`src/rtl/instr_sequencer.sv`:
```
// Top-level instruction sequencer: fetches a 16-bit word, decodes opcode[15:12] and
// hands control to exactly one execution unit, advancing the PC once that unit reports done.
module instr_sequencer #(
  parameter int unsigned PC_W      = 8,
  parameter int unsigned NUM_UNITS = 8,
  parameter int unsigned TIMEOUT   = 15,
  parameter logic [3:0]  HALT_OP   = 4'hF
) (
  input  logic                 clk,
  input  logic                 reset,
  input  logic                 run,
  output logic                 mem_req,
  input  logic                 mem_ack,
  input  logic [15:0]          mem_data,
  output logic [PC_W-1:0]      pc,
  output logic [15:0]          ir,
  output logic [5:0]           field_a,
  output logic [5:0]           field_b,
  output logic [NUM_UNITS-1:0] unit_start,
  input  logic [NUM_UNITS-1:0] unit_done,
  output logic                 busy,
  output logic                 halted,
  output logic                 fault
);

  localparam int unsigned WD_W = $clog2(TIMEOUT + 1);

  typedef enum logic [2:0] {
    S_IDLE,
    S_FETCH,
    S_DECODE,
    S_EXEC,
    S_ADVANCE,
    S_HALT
  } state_t;

  state_t                 state;
  logic [WD_W-1:0]        watchdog;
  logic [NUM_UNITS-1:0]   sel;

  // One-hot unit select for an opcode; zero for HALT_OP and for opcodes with no unit.
  function automatic logic [NUM_UNITS-1:0] op_onehot(input logic [3:0] op);
    if ((op != HALT_OP) && ({28'd0, op} < NUM_UNITS))
      op_onehot = NUM_UNITS'(1) << op;
    else
      op_onehot = '0;
  endfunction

  assign field_a = ir[11:6];
  assign field_b = ir[5:0];

  always_ff @(posedge clk or negedge reset) begin
    if (!reset) begin
      state      <= S_IDLE;
      pc         <= '0;
      ir         <= '0;
      watchdog   <= '0;
      sel        <= '0;
      mem_req    <= 1'b0;
      unit_start <= '0;
      busy       <= 1'b0;
      halted     <= 1'b0;
      fault      <= 1'b0;
    end else begin
      unit_start <= '0;
      case (state)
        S_IDLE: begin
          if (run) begin
            state   <= S_FETCH;
            mem_req <= 1'b1;
            busy    <= 1'b1;
          end
        end
        // Start pulse is registered off the fetched word so it is high exactly during DECODE.
        S_FETCH: begin
          if (mem_ack) begin
            ir         <= mem_data;
            mem_req    <= 1'b0;
            sel        <= op_onehot(mem_data[15:12]);
            unit_start <= op_onehot(mem_data[15:12]);
            state      <= S_DECODE;
          end
        end
        S_DECODE: begin
          watchdog <= '0;
          if (sel != '0) begin
            state <= S_EXEC;
          end else begin
            state  <= S_HALT;
            busy   <= 1'b0;
            halted <= 1'b1;
            if (ir[15:12] != HALT_OP)
              fault <= 1'b1;
          end
        end
        // Only the selected unit's done is honoured; done beats the watchdog on a tie.
        S_EXEC: begin
          watchdog <= watchdog + WD_W'(1);
          if (|(unit_done & sel)) begin
            state <= S_ADVANCE;
          end else if (watchdog == WD_W'(TIMEOUT - 1)) begin
            state  <= S_HALT;
            busy   <= 1'b0;
            halted <= 1'b1;
            fault  <= 1'b1;
          end
        end
        S_ADVANCE: begin
          pc <= pc + PC_W'(1);
          if (run) begin
            state   <= S_FETCH;
            mem_req <= 1'b1;
          end else begin
            state <= S_IDLE;
            busy  <= 1'b0;
          end
        end
        S_HALT: state <= S_HALT;
        default: state <= S_IDLE;
      endcase
    end
  end

endmodule
```
`config.mk`:
```
export PLATFORM = sky130hd
export DESIGN_NAME = instr_sequencer
export DESIGN_NICKNAME = d
export VERILOG_FILES = /design/src/rtl/instr_sequencer.sv
export SDC_FILE = /design/constraint.sdc
export NUM_CORES = 1
export LEC_CHECK = 0
export CORE_MARGIN = 2
export CORE_UTILIZATION = 67
export DETAILED_ROUTE_END_ITERATION = 8
export DONT_BUFFER_PORTS = 1
export GPL_TIMING_DRIVEN = 0
export PLACE_DENSITY = 0.84
export SYNTH_ARGS = -nofsm -noshare
export SYNTH_HDL_FRONTEND = slang
export SYNTH_SLANG_ARGS = --single-unit
```
`constraint.sdc`:
```
create_clock -name clk -period 3.34 [get_ports clk]
set_input_delay 0.668 -clock clk [delete_from_list [all_inputs] [get_ports clk]]
set_output_delay 0.668 -clock clk [all_outputs]
set_load 0.01 [all_outputs]
```
# ---- After elaboration in Yosys (flattened, before gate mapping)
# Cells that the tools add are included.
dict set report word_totals {
  ff_bits 51
  input_bits 28
  output_inout_bits 48
  elab_cells 72
}
dict set report op_classes {
  n_addsub 2
  magnitude_cmp 1
  n_eq_ne 17
  shifts 1
  muxes 26
  bitwise 1
  reduce_logical 14
}
# op count
set op_table {}
lappend op_table {{2-to-1 mux 8 bit} 3}
lappend op_table {{case mux 3 bit (6 select lines)} 1}
lappend op_table {{2-to-1 mux 3 bit} 5}
lappend op_table {{inequality test 2 bit (second input constant)} 7}
lappend op_table {{2-to-1 mux 1 bit} 12}
lappend op_table {{adder 8 x 1 -> 8 bit (second input constant)} 1}
lappend op_table {{bitwise AND 8 bit} 1}
lappend op_table {{inequality test 4 bit (second input constant)} 2}
lappend op_table {{case mux 4 bit (2 select lines)} 1}
lappend op_table {{nonzero test 8 bit} 1}
lappend op_table {{OR reduction 8 bit} 1}
lappend op_table {{<< shifter 1 x 4 -> 8 bit (first input constant)} 1}
lappend op_table {{== test 3 x 2 -> 1 bit (second input constant)} 2}
lappend op_table {{== test 3 bit (second input constant)} 2}
lappend op_table {{case mux 1 bit (2 select lines)} 3}
lappend op_table {{AND reduction 3 bit} 2}
lappend op_table {{AND reduction 6 bit} 1}
lappend op_table {{AND reduction 5 bit} 1}
lappend op_table {{adder 4 x 1 -> 4 bit (second input constant)} 1}
lappend op_table {{== test 4 bit (second input constant)} 1}
lappend op_table {{< comparator 4 bit (second input constant)} 1}
lappend op_table {{case mux 1 bit (4 select lines)} 1}
lappend op_table {{AND reduction 4 bit} 1}
lappend op_table {{nonzero test 2 bit} 2}
lappend op_table {{other kinds (8)} 8}

# ---- Longest topological paths before layout
# Gate-level depths: netlist of the first run.
dict set report logic_depth {
  ltp_word 5
  ltp_mapped 6
  mapped_depth_nobuf 5
}

# ---- Worst setup path before layout of the first run
# Ideal clock, no wire load.
dict set report synth_path {
  path_kind {input to register}
  startpoint {input mem_ack}
  endpoint {register sel[7]}
  setup_ns 0.064
  t_arrival_ns 1.586
  required_time_ns 3.276
  slack_ns 1.689
  cell_stages 5
  n_path_buf 1
  cell_sequence {nor4bb_1 -> clkbuf_2 -> nand2_1 -> and4bb_2 -> a21o_1}
}
dict set report synth_between {
  elab_chain_cells 1
}
# element line_no
set synth_rtl {}
lappend synth_rtl {{start, declared} 13} ;# input logic mem_ack,
lappend synth_rtl {{AND reduction 2 bit (no line)} --}
lappend synth_rtl {{end signal, assigned} 79} ;# sel <= op_onehot(mem_data[15:12]);
lappend synth_rtl {{end, declared} 39} ;# logic [NUM_UNITS-1:0] sel;
# No other way between the ends.
# A chain may end at the register's enable or synchronous reset.

# ---- Worst setup path in the final report of the first run
dict set report layout_path {
  startpoint {register state[2]}
  endpoint {register sel[4]}
}
dict set report layout_between {
  elab_chain_cells 2
}
# element line_no
set layout_rtl {}
lappend layout_rtl {{start, declared} 37} ;# state_t state;
lappend layout_rtl {{start signal, assigned} 54} ;# state <= S_IDLE;
lappend layout_rtl {{start signal, assigned} 69} ;# state <= S_FETCH;
lappend layout_rtl {{start signal, assigned} 81} ;# state <= S_DECODE;
lappend layout_rtl {{== test 3 x 1 -> 1 bit} 66} ;# case (state)
lappend layout_rtl {{AND reduction 2 bit (no line)} --}
# No other way between the ends.

==> results_dict.tcl, run 1 <==
set metrics [dict create \
    coreArea_um2 3284 \
    start_kind "flip-flop" \
    cts.sinks 51 \
    cts-root-buf "clkbuf_4" \
    total_power_mw 2.017 \
    clk_pin_slew_ps 130 \
    worst_slew_pin_slew_ps 554.6 \
    hold_class "input pin to asynchronous set/reset pin" \
    rsz0062_at_grt "no" \
    area_growth_pct 5.574 \
    fin_hold_ws_ps 135.3 \
    ir_drop_mv 0.5244 \
    io_buffers 0 \
    critPathCaptureType "flip-flop" \
    ys.warnings.count 0 \
    die_w_um 62.17 \
    cts_buffer_depth 2 \
    setup_viol 0 \
    ys_types 44 \
    die_area_um2 3865 \
    crit_fanout 10 \
    yosysTopAreaCell "dfrtp_1" \
    wl_mm 4.188 \
    drv_cap 0 \
    cts_resized 0 \
    synthesis.nets 239 \
    synth-edff-count 0 \
    synth_seq_cells 51 \
    fin_nets 247 \
    synth_area_leaders "dfrtp_1 56%, nand2_1 8.9%, buf_4 4.0%" \
    start_util_pct 69.03 \
    async_flop_share_pct 100.0 \
    drc_errors 0 \
    drv_slew 0 \
    post_cts_buffers 0 \
    syn_area_um2 2267 \
    worstPathArrival_ps 1970 \
    routabilityCongestion 0.8736 \
    cts_buffers 5 \
    max_freq_ghz 0.5822 \
    slew_headroom_pct 62.94 \
    ant_nets 0 \
    r2r_setup_slack_ps 1620 \
    crit_type "flip-flop to flip-flop" \
    grt_pass1_vias 1571 \
    p_leak_nw 1.211 \
    grt_first_pass_wirelength_mm 7.231 \
    rows 21 \
    diodes 0 \
    timing.final.ws_setup_ps 1622 \
    grtUsageTotal_pct 23.41 \
    synth_top_area_share_pct 56.29 \
    wire_per_inst_um 16.05 \
    antenna_found_initial 0 \
    post-route-period-util_pct 51.43 \
    dp_slack_ps 1387 \
    final_cell_area_um2 2394 \
    holdBufCountCts 1 \
    p_per_area_nw_per_um2 842.5 \
    synth_flop_cell "dfrtp_1" \
    globalRouteOverflowTotal 0 \
    finalHoldViolCount 0 \
    postSynthCellCount 208 \
    final.setup.tns_ps 0 \
    dp.cells 254 \
    die_y_um 62.17 \
    first_pass_iters 4 \
    final_util_pct 72.88 \
    fin_skew_ps 12.92 \
    cts_tree "done" \
    clk_latency_ps 360 \
    drt_first_iter_violations 112 \
    avgViaCountPerCell 5.927 \
    yosysMostFrequentCell "nand2_1" \
    grt_max_degree 52 \
    synthTopCellsByCount "54 x nand2_1, 51 x dfrtp_1, 12 x buf_4" \
    yosysSeqAreaShare_pct 56.29 \
    min_period_ps 1718 \
    h-tree-depth 2 \
    dr_total_vias 1547 \
    drive_above_1_share_pct 16.28 \
    avgSynthCellArea_um2 10.90 \
    placed_area_um2 2325 \
    required_ps 3590 \
    status "complete, no violations" \
    fin_cells 261 \
    ioPinCount 76 \
    hpwlAfterDp_mm 3.120 \
]
kinds of logic after synthesis:
family,share of synthesized area (%)
fa+ha+maj,1.656
mux,0.4967
xor+xnor,2.704
flops,56.29
compound gates,12.53
buf+inv,6.346
simple gates,19.98
metal layers:
metal	share of wire, %	track usage [%]	vias to the layer above
met4	2.1	8.333	0
met3	6.4	6.341	10
met2	50	39.95	56
li1	-	-	722
met1	42	28.89	759
met5	0	0	-
power breakdown:
part / internal [mW] / switching, mW
Sequential: 0.795 / 0.226
Combinational: 0.344 / 0.407
Clock: 0.0753 / 0.169
Total: 1.21 / 0.802
layout make-up:
cell class	count	area [um^2]
Sequential cell	51	1276
Fill cell	256	890.9
Multi-Input combinational cell	132	847.1
Buffer	19	121.4
Tap cell	46	57.56
Clock buffer	6	41.29
Timing Repair Buffer	1	27.53
Inverter	6	22.52
worst max-delay path: stages (launching register included):
cell,delay (ps)
dfrtp_1,400
buf_2,180
nor3b_2,220
nand2_1,250
clkbuf_1,300
a21o_2,260
placed cells by master (no fill, tap or decap), types with 3 or more instances in the layout:
cell / instances
clkbuf_1: 4
ha_1: 3
nand3_1: 4
buf_4: 12
nor2_1: 5
nor3_1: 3
dfrtp_1: 51
a21o_1: 8
clkbuf_4: 5
xnor2_1: 5
buf_2: 3
nand2_1: 54
nor4b_2: 3
inv_1: 6
nand4_1: 3
a22oi_1: 4
o21ai_0: 3
worst paths after layout:
check	from	endpoint	cells past startpoint
setup / recovery	state[2]	sel[4]	5
hold / removal	reset	watchdog[0]	1
hold reg to reg	sel[5]	sel[5]	1
setup reg to reg	state[2]	sel[4]	5
max in group asynchronous	reset	ir[8]	1
min in group clk	mem_data[14]	unit_start[0]	1
sequential cells by signal, indices dropped and copies added, names as in the netlist:
name / count
fault: 1
state: 3
mem_req: 1
ir: 16
unit_start: 8
pc: 8
busy: 1
watchdog: 4
sel: 8
halted: 1
Power figures use the tool's default switching activity.
==> run 2: changes to the inputs <==
--- a/config.mk
+++ b/config.mk
@@ -6,11 +6,11 @@
 export NUM_CORES = 1
 export LEC_CHECK = 0
 export CORE_MARGIN = 2
-export CORE_UTILIZATION = 67
+export CORE_UTILIZATION = 62
 export DETAILED_ROUTE_END_ITERATION = 8
 export DONT_BUFFER_PORTS = 1
 export GPL_TIMING_DRIVEN = 0
-export PLACE_DENSITY = 0.84
+export PLACE_DENSITY = 0.79
 export SYNTH_ARGS = -nofsm -noshare
 export SYNTH_HDL_FRONTEND = slang
 export SYNTH_SLANG_ARGS = --single-unit
==> constraint.sdc (replaced) <==
create_clock -name clk -period 1.6 [get_ports clk]
set_input_delay 0.32 -clock clk [delete_from_list [all_inputs] [get_ports clk]]
set_output_delay 0.32 -clock clk [all_outputs]
set_load 0.01 [all_outputs]
==> results_dict.tcl, run 2 (synthesis results as in run 1) <==
set metrics [dict create \
    avgViaCountPerCell 5.783 \
    antenna_found_initial 0 \
    final.setup.tns_ps -203.5 \
    startpoint "sel[1]" \
    cp-endpoint "busy" \
    crit_fanout 4 \
    coreArea_um2 3416 \
    cts_buffers 5 \
    hpwlAfterDp_mm 3.193 \
    fin_skew_ps 7.045 \
    wire_per_inst_um 16.77 \
    required_ps 1850 \
    dr_total_vias 1596 \
    r2r_setup_slack_ps -90 \
    p_switching_mw 1.829 \
    clk_latency_ps 360 \
    max_freq_ghz 0.5901 \
    critPathCaptureType "flip-flop" \
    fin_hold_ws_ps 24.03 \
    r2r_cells 4 \
    cts.sinks 51 \
    placed_area_um2 2325 \
    die_y_um 64.47 \
    worst_slew_pin_slew_ps 475.1 \
    diodes 0 \
    post-route-period-util_pct 105.9 \
    clock_power_share_pct 12.1 \
    fin_nets 260 \
    reg2reg_to "busy" \
    h-tree-depth 2 \
    drt_first_iter_violations 69 \
    ir_drop_mv 1.098 \
    grtUsageTotal_pct 22.95 \
    total_power_mw 4.546 \
    timing.final.ws_setup_ps -94.63 \
    fin_cells 276 \
    clk_pin_slew_ps 140 \
    cp_slowest_cell "or4_4" \
    path_cells "or4_4 -> o21ai_4 -> a211oi_1 -> a221o_1" \
    status "finished with violations" \
    drc_errors 0 \
    slowest_delay_ps 530 \
    swShare_pct 40.23 \
    p_leak_nw 1.306 \
    violations "negative setup slack" \
    drv_cap 0 \
    dp.cells 254 \
    slew_headroom_pct 67.51 \
    io_buffers 0 \
    cts-root-buf "clkbuf_4" \
    p_int_mw 2.717 \
    r2r-start "sel[1]" \
    largest_reg_flops 16 \
    dp_slack_ps -140.5 \
    globalRouteOverflowTotal 0 \
    final_cell_area_um2 2620 \
    drive_above_1_share_pct 24.78 \
    worstPathArrival_ps 1940 \
    rows 21 \
    die_area_um2 4156 \
    crit_type "flip-flop to flip-flop" \
    hold_class "input pin to flip-flop" \
    ant_nets 0 \
    start_kind "flip-flop" \
    ioPinCount 76 \
    grt_first_pass_wirelength_mm 7.272 \
    cts_buffer_depth 2 \
    layout_common_cells "51 x nand2_1, 51 x dfrtp_1, 22 x buf_4" \
    grt_max_degree 52 \
    cts_tree "done" \
    start_util_pct 66.37 \
    fillerInstances 240 \
    final_util_pct 76.70 \
    routabilityCongestion 0.8611 \
    area_growth_pct 15.56 \
    pwr-share-seq_pct 47.2 \
    grt_pass1_vias 1615 \
    finalHoldViolCount 0 \
    die_w_um 64.47 \
    p_per_area_nw_per_um2 1735 \
    comb_power_share_pct 40.7 \
    drv_slew 0 \
    first_pass_iters 4 \
    setup_viol 3 \
    rsz0062_at_grt "yes" \
    wl_mm 4.629 \
    regMostFlops "ir" \
    min_period_ps 1695 \
]
==> run 2: worst min path at each step <==
stage,slack (ps),startpoint,depth (start not counted),end
after floorplan,20,reset,0,busy
after global placement,30,reset,0,watchdog[2]
after detailed placement,30,reset,0,watchdog[2]
after CTS,4,mem_data[12],1,unit_start[6]
after global routing,-0.2,mem_data[15],1,unit_start[2]
final,20,mem_data[12],1,unit_start[2]
==> run 2: timing repair <==
action                                  in CTS  in global routing
endpoints found under the hold margin       51                  5
buffers inserted                             2                  6
pin swaps                                    1                  4
endpoints found under the setup margin      28                 31
hold buffers                                 2                  4
resized for setup                            8                 19
==> run 2: metal layers <==
layer	up-vias	wire length (um)	track usage [%]
met4	0	19	7.713
li1	750	-	-
met5	-	0	0
met2	66	2459	38.80
met1	778	1822	27.38
met3	2	327	8.160
==> run 2: cell type report <==
| type | count | area [um^2] | area share (%) |
|---|---|---|---|
| Timing Repair Buffer | 14 | 137.6 | 5.253 |
| Clock buffer | 7 | 45.04 | 1.719 |
| Buffer | 19 | 141.4 | 5.396 |
| Multi-Input combinational cell | 132 | 934.6 | 35.67 |
| Tap cell | 46 | 57.56 | 2.197 |
| Clock inverter | 1 | 5.005 | 0.1910 |
| Inverter | 6 | 22.52 | 0.8596 |
| Sequential cell | 51 | 1276 | 48.71 |
==> run 2: power by group through the flow <==
stage	sequential, mW	clock [mW]	combinational [mW]
global placement	2.15	0	1.47
detailed placement	2.17	0	1.54
CTS	2.14	0.559	1.66
finish	2.15	0.550	1.85
floorplan	2.06	0	1.30
global route	2.20	0.620	2.06
==> run 2: critical path: cells and delay by family, from the launching register on <==
family,cells,cell delay [ps]
AO/OA/AOI/OAI,3,630
AND/OR/NAND/NOR,1,530
flip-flops,1,420
==> variant 1 (settings of run 1) <==
Re-encode `state_t` (6 states) as one-hot, 6 bits wide.
--- a/src/rtl/instr_sequencer.sv
+++ b/src/rtl/instr_sequencer.sv
@@ -26,11 +26,11 @@
   localparam int unsigned WD_W = $clog2(TIMEOUT + 1);
 
-  typedef enum logic [2:0] {
-    S_IDLE,
-    S_FETCH,
-    S_DECODE,
-    S_EXEC,
-    S_ADVANCE,
-    S_HALT
+  typedef enum logic [5:0] {
+    S_IDLE    = 6'b000001,
+    S_FETCH   = 6'b000010,
+    S_DECODE  = 6'b000100,
+    S_EXEC    = 6'b001000,
+    S_ADVANCE = 6'b010000,
+    S_HALT    = 6'b100000
   } state_t;
 
Function: same outputs for any inputs over 10 cycles, from zero or initial values and one cycle with reset low; not proved beyond that.
==> variant 1 against run 1 <==
  * Design area up 8.9%
  * Sequential cell count up 3
  * Non-clock buffer count up 3
  * Area after synthesis grew 7.8%
  * Clock skew is 2.4 ps lower
  * Total power is 4.6% lower
  * Utilization rose by 3.5 points
  * Clock power grew 46%
  * Routed wire length is 24% higher
  * Global-route usage increased by 4.1 points
  * Critical path depth up 1
  * Worst setup slack worse by 450 ps
  * Critical endpoint is now busy
  * Largest cell class unchanged
==> variant 1: results (changes against run 1) <==
WP data arrival: 2460 ps (+490 ps)
CTS clk-pin slew, worst paths: 150 ps (+20 ps)
Global-route wire length before repair: 8660 µm (+20%)
Dpl hpwl: 3690 µm (+18%)
Initial antenna violation count: 0 (unchanged)
Clock Root Buffer: clkbuf_4
Via count: 1773 (+15%)
Worst hold path type: input port to asynchronous set/reset pin
Pre-antenna DRT Iters: 4 (unchanged)
Worst-path fanout max: 10 (unchanged)
Largest delay share family, worst path: simple AND/OR/NAND/NOR gates
Clock skew: 10.5 ps (-2.38 ps)
Final GP Congestion: 0.826 (-5.4%)
CP peak stage delay: 530 ps (+130 ps)
Top reg by flops: ir
CP max-delay cell: or4_4
Total number of yosys warnings: 0 (unchanged)
Dpl cells: 279 (+9.8%)
VDD IR max: 0.573 mV (+9.3%)
Multi-input logic area: 943 µm² (+11%)
Mapped Nets: 264 (+10%)
H-tree Lvls: 2 (unchanged)
Number of CTS-inserted buffers: 5 (unchanged)
Tightest Pin Transition: 501 ps (-53.7 ps)
Routed WL: 5190 µm (+24%)
Static Leakage: 0.00132 µW (+9.1%)
Distinct cell type count after synthesis: 46 (+4.5%)
Cts repair resizes: 0 (unchanged)
Worst-Skew Late Latency: 390 ps (+30 ps)
Pre-CTS setup slack: 1240 ps (-149 ps)
Post-synth top cells: dfrtp_1 (53), nand2_1 (52), nor2_1 (13), buf_4 (12), a21o_1 (9)
DRT iter0 DRCs: 80 (-29%)
Tot GR Track Use: 0.275 (+0.0406)
Filler cells: 231 (-9.8%)
Largest net degree at the start of global routing: 54 (+3.8%)
Status: finished, final reports clean
Minimum clock period: 2170 ps (+450 ps)
Async set or reset register ratio after synthesis: 1.00 (unchanged)
Fraction of layout cells with a size suffix above 1: 0.136 (-0.0264)
Fin nets: 272 (+10%)
Diode count: 0 (unchanged)
Max FFs per register: 16 (unchanged)
Synth Instances: 233 (+12%)
Dominant cells by area after synthesis: dfrtp_1 (54%), nand2_1 (8.0%), buf_4 (3.7%)
Register area share after synthesis: 0.554 (-0.00941)
Cell area after placement: 2500 µm² (+7.6%)
Sw frac: 0.363 (-0.0347)
Finished Layout Cells: 288 (+10%)
==> variant 1: metrics by stage <==
stage          hold slack, ps  power [µW]
6_report                  107        1920
5_1_grt                  79.3        2040
4_1_cts                  96.8        1930
3_5_place_dp              374        1560
3_3_place_gp              374        1520
2_1_floorplan             372        1430
==> variant 1: cells by family (layout without fill, tap and decap cells) <==
kind of cell,count (synthesis),in the layout,share of synthesized area
compound gates,34,34,0.0958
xor+xnor,9,9,0.0323
fa+ha+maj,3,3,0.0154
buf+inv,25,34,0.0604
flops,54,54,0.554
mux,5,5,0.0230
simple gates,103,103,0.220
==> variant 1: power groups by stage <==
stage	clock [µW]	combinational [µW]	sequential (µW)
2_1_floorplan	0	451	983
4_1_cts	364	544	1020
5_1_grt	388	603	1050
6_report	358	543	1020
3_5_place_dp	0	524	1040
3_3_place_gp	0	503	1020
==> variant 1: worst paths after layout <==
path                                    from       endpoint  cells after the start
worst max-delay path                state[5]           busy                      6
min in group clk                mem_data[12]  unit_start[4]                      1
worst min register to register   watchdog[3]    watchdog[3]                      1
worst min-delay path                   reset       state[3]                      1
max in group asynchronous              reset  unit_start[2]                      1
worst max register to register      state[5]           busy                      6
==> variant 1: cell type report <==
class	instances	share of cell area
flip-flops and latches	54	0.519
multi-input cells	154	0.362
plain buffers	22	0.0523
well taps	46	0.0221
clock buffers	6	0.0158
clock inverters	2	0.0144
repair buffers	1	0.0106
inverters	3	0.00432
==> variant 1: metal layers <==
layer / vias to the layer above / GRT usage / part of all wire
li1: 811 / - / -
met1: 883 / 0.331 / 0.39
met2: 67 / 0.458 / 0.51
met3: 12 / 0.0951 / 0.075
met4: 0 / 0.0984 / 0.020
met5: - / 0 / 0
==> variant 1: what timing repair did <==
item / CTS / global route
hold buffers: 1 / 0
endpoints found under the hold margin: 53 / 0
setup buffers: 0 / 0
==> variant 2 (flow settings as in run 1) <==
Without the edit above. The parameter `NUM_UNITS` goes from 8 to 16.
--- a/src/rtl/instr_sequencer.sv
+++ b/src/rtl/instr_sequencer.sv
@@ -3,5 +3,5 @@
 module instr_sequencer #(
   parameter int unsigned PC_W      = 8,
-  parameter int unsigned NUM_UNITS = 8,
+  parameter int unsigned NUM_UNITS = 16,
   parameter int unsigned TIMEOUT   = 15,
   parameter logic [3:0]  HALT_OP   = 4'hF
Interface: changed (resized unit_done and unit_start); port bits go from 76 to 92. No check against the original RTL was run, so the function may have changed too.
==> variant 2 against run 1 <==
  * Total power is 27% higher
  * Global-route usage is 3.0 points higher
  * Maximum frequency is 5.8% lower
  * Area after synthesis is 21% higher
  * Worst setup slack worse by 110 ps
  * Design area is 24% higher
  * Routed wire length is 34% higher
  * Critical path type unchanged
  * Sequential cell count is 16 higher
==> variant 2: results (changes against run 1) <==
Static Leakage: 0.00156 µW (+29%)
Mux cell area share after synthesis: 0.00820 (+0.00323)
Post-synth top cells: dfrtp_1 (67), nand2_1 (56), a21o_1 (17), nor2_1 (16), buf_4 (12)
Plain + repair buffers: 22 (+10%)
Filler cells: 272 (+6.3%)
Register fraction of the total cell area: 0.566 (+0.0324)
Register area share after synthesis: 0.610 (+0.0473)
Sw Pwr: 941 µW (+17%)
Comb_multi_in: 163 (+23%)
Synth Instances: 254 (+22%)
Dominant cells by area after synthesis: dfrtp_1 (61%), nand2_1 (7.7%), a21o_1 (4.6%)
Wire length on met1: 2260 µm (+29%)
GR Util met3: 0.100 (+0.0369)
VDD IR max: 0.478 mV (-8.8%)
Final GP Congestion: 0.886 (+1.4%)
Combinational power: 725 µW (-3.5%)
Number of CTS-inserted buffers: 9 (+4)
Adder-cell area share of the yosys netlist: 0.0137 (-0.00290)
Largest delay share family, worst path: simple AND/OR/NAND/NOR gates
Clock-cell share: 0.0519 (+0.0347)
Post-Synth XOR/XNOR Area: 0.0223 (-0.00473)
CP peak stage delay: 440 ps (+40 ps)
Fraction of layout cells with a size suffix above 1: 0.115 (-0.0480)
Finished Layout Cells: 320 (+23%)
Reg-to-reg setup timing slack: 1520 ps (-110 ps)
Via count: 1907 (+23%)
Distinct cell type count after synthesis: 37 (-16%)
R2r startpoint: state[1]
Clock skew: 11.1 ps (-1.84 ps)
H-tree Lvls: 3 (+1)
Area of the die: 4630 µm² (+20%)
DR WL met3: 499 µm (+87%)
Tot GR Track Use: 0.264 (+0.0300)
WP data arrival: 2100 ps (+130 ps)
Dpl hpwl: 4020 µm (+29%)
Global-route wire length before repair: 8720 µm (+21%)
Worst-Skew Late Latency: 330 ps (-30 ps)
R2r endpoint: sel[2]
Metal2 WL: 2810 µm (+35%)
Total Power: 2550 µW (+27%)
Clock share of power: 0.211 (+0.090)
Status: finished, final reports clean
DRT iter0 DRCs: 190 (+70%)
Largest net degree at the start of global routing: 68 (+31%)
Non-CTS inverters: 2 (-4)
Fraction of area in non-clock buffers: 0.0435 (-0.0187)
Multi-input combinational area share: 0.315 (-0.0386)
Complex-gate fraction of the synthesized area: 0.107 (-0.0187)
Routed len/inst: 17.6 µm (+9.5%)
Dpl cells: 304 (+20%)
Mapped Nets: 293 (+23%)
# clk buffers: 13 (+7)
variant 2: cell count changes in the layout (fill, tap and decap cells not counted), moves of 5 or more:
cell / before / now
clkbuf_1: 4 / 12
nor2_1: 5 / 16
a21o_1: 8 / 17
a22o_1: 2 / 7
clkbuf_8: 0 / 9
dfrtp_1: 51 / 67
clkbuf_4: 5 / 0
variant 2: worst max path at each step:
| stage | from | end | cells after the start |
|---|---|---|---|
| finish | state[1] | sel[2] | 5 |
| global route | sel[13] | state[1] | 5 |
| CTS | state[1] | sel[2] | 5 |
| detailed placement | unit_done[13] | state[1] | 5 |
| global placement | unit_done[13] | state[1] | 5 |
| floorplan | unit_done[13] | state[1] | 5 |
variant 2: metrics by stage:
stage	util	area (µm²)	worst slack, ps	hold slack (ps)
final	0.746	2960	1520	25.7
after global routing	0.746	2960	1350	3.96
after CTS	0.746	2960	1510	15.0
after detailed placement	0.708	2810	1260	374
after global placement	0.708	2810	1280	374
after floorplan	-	2750	1490	372
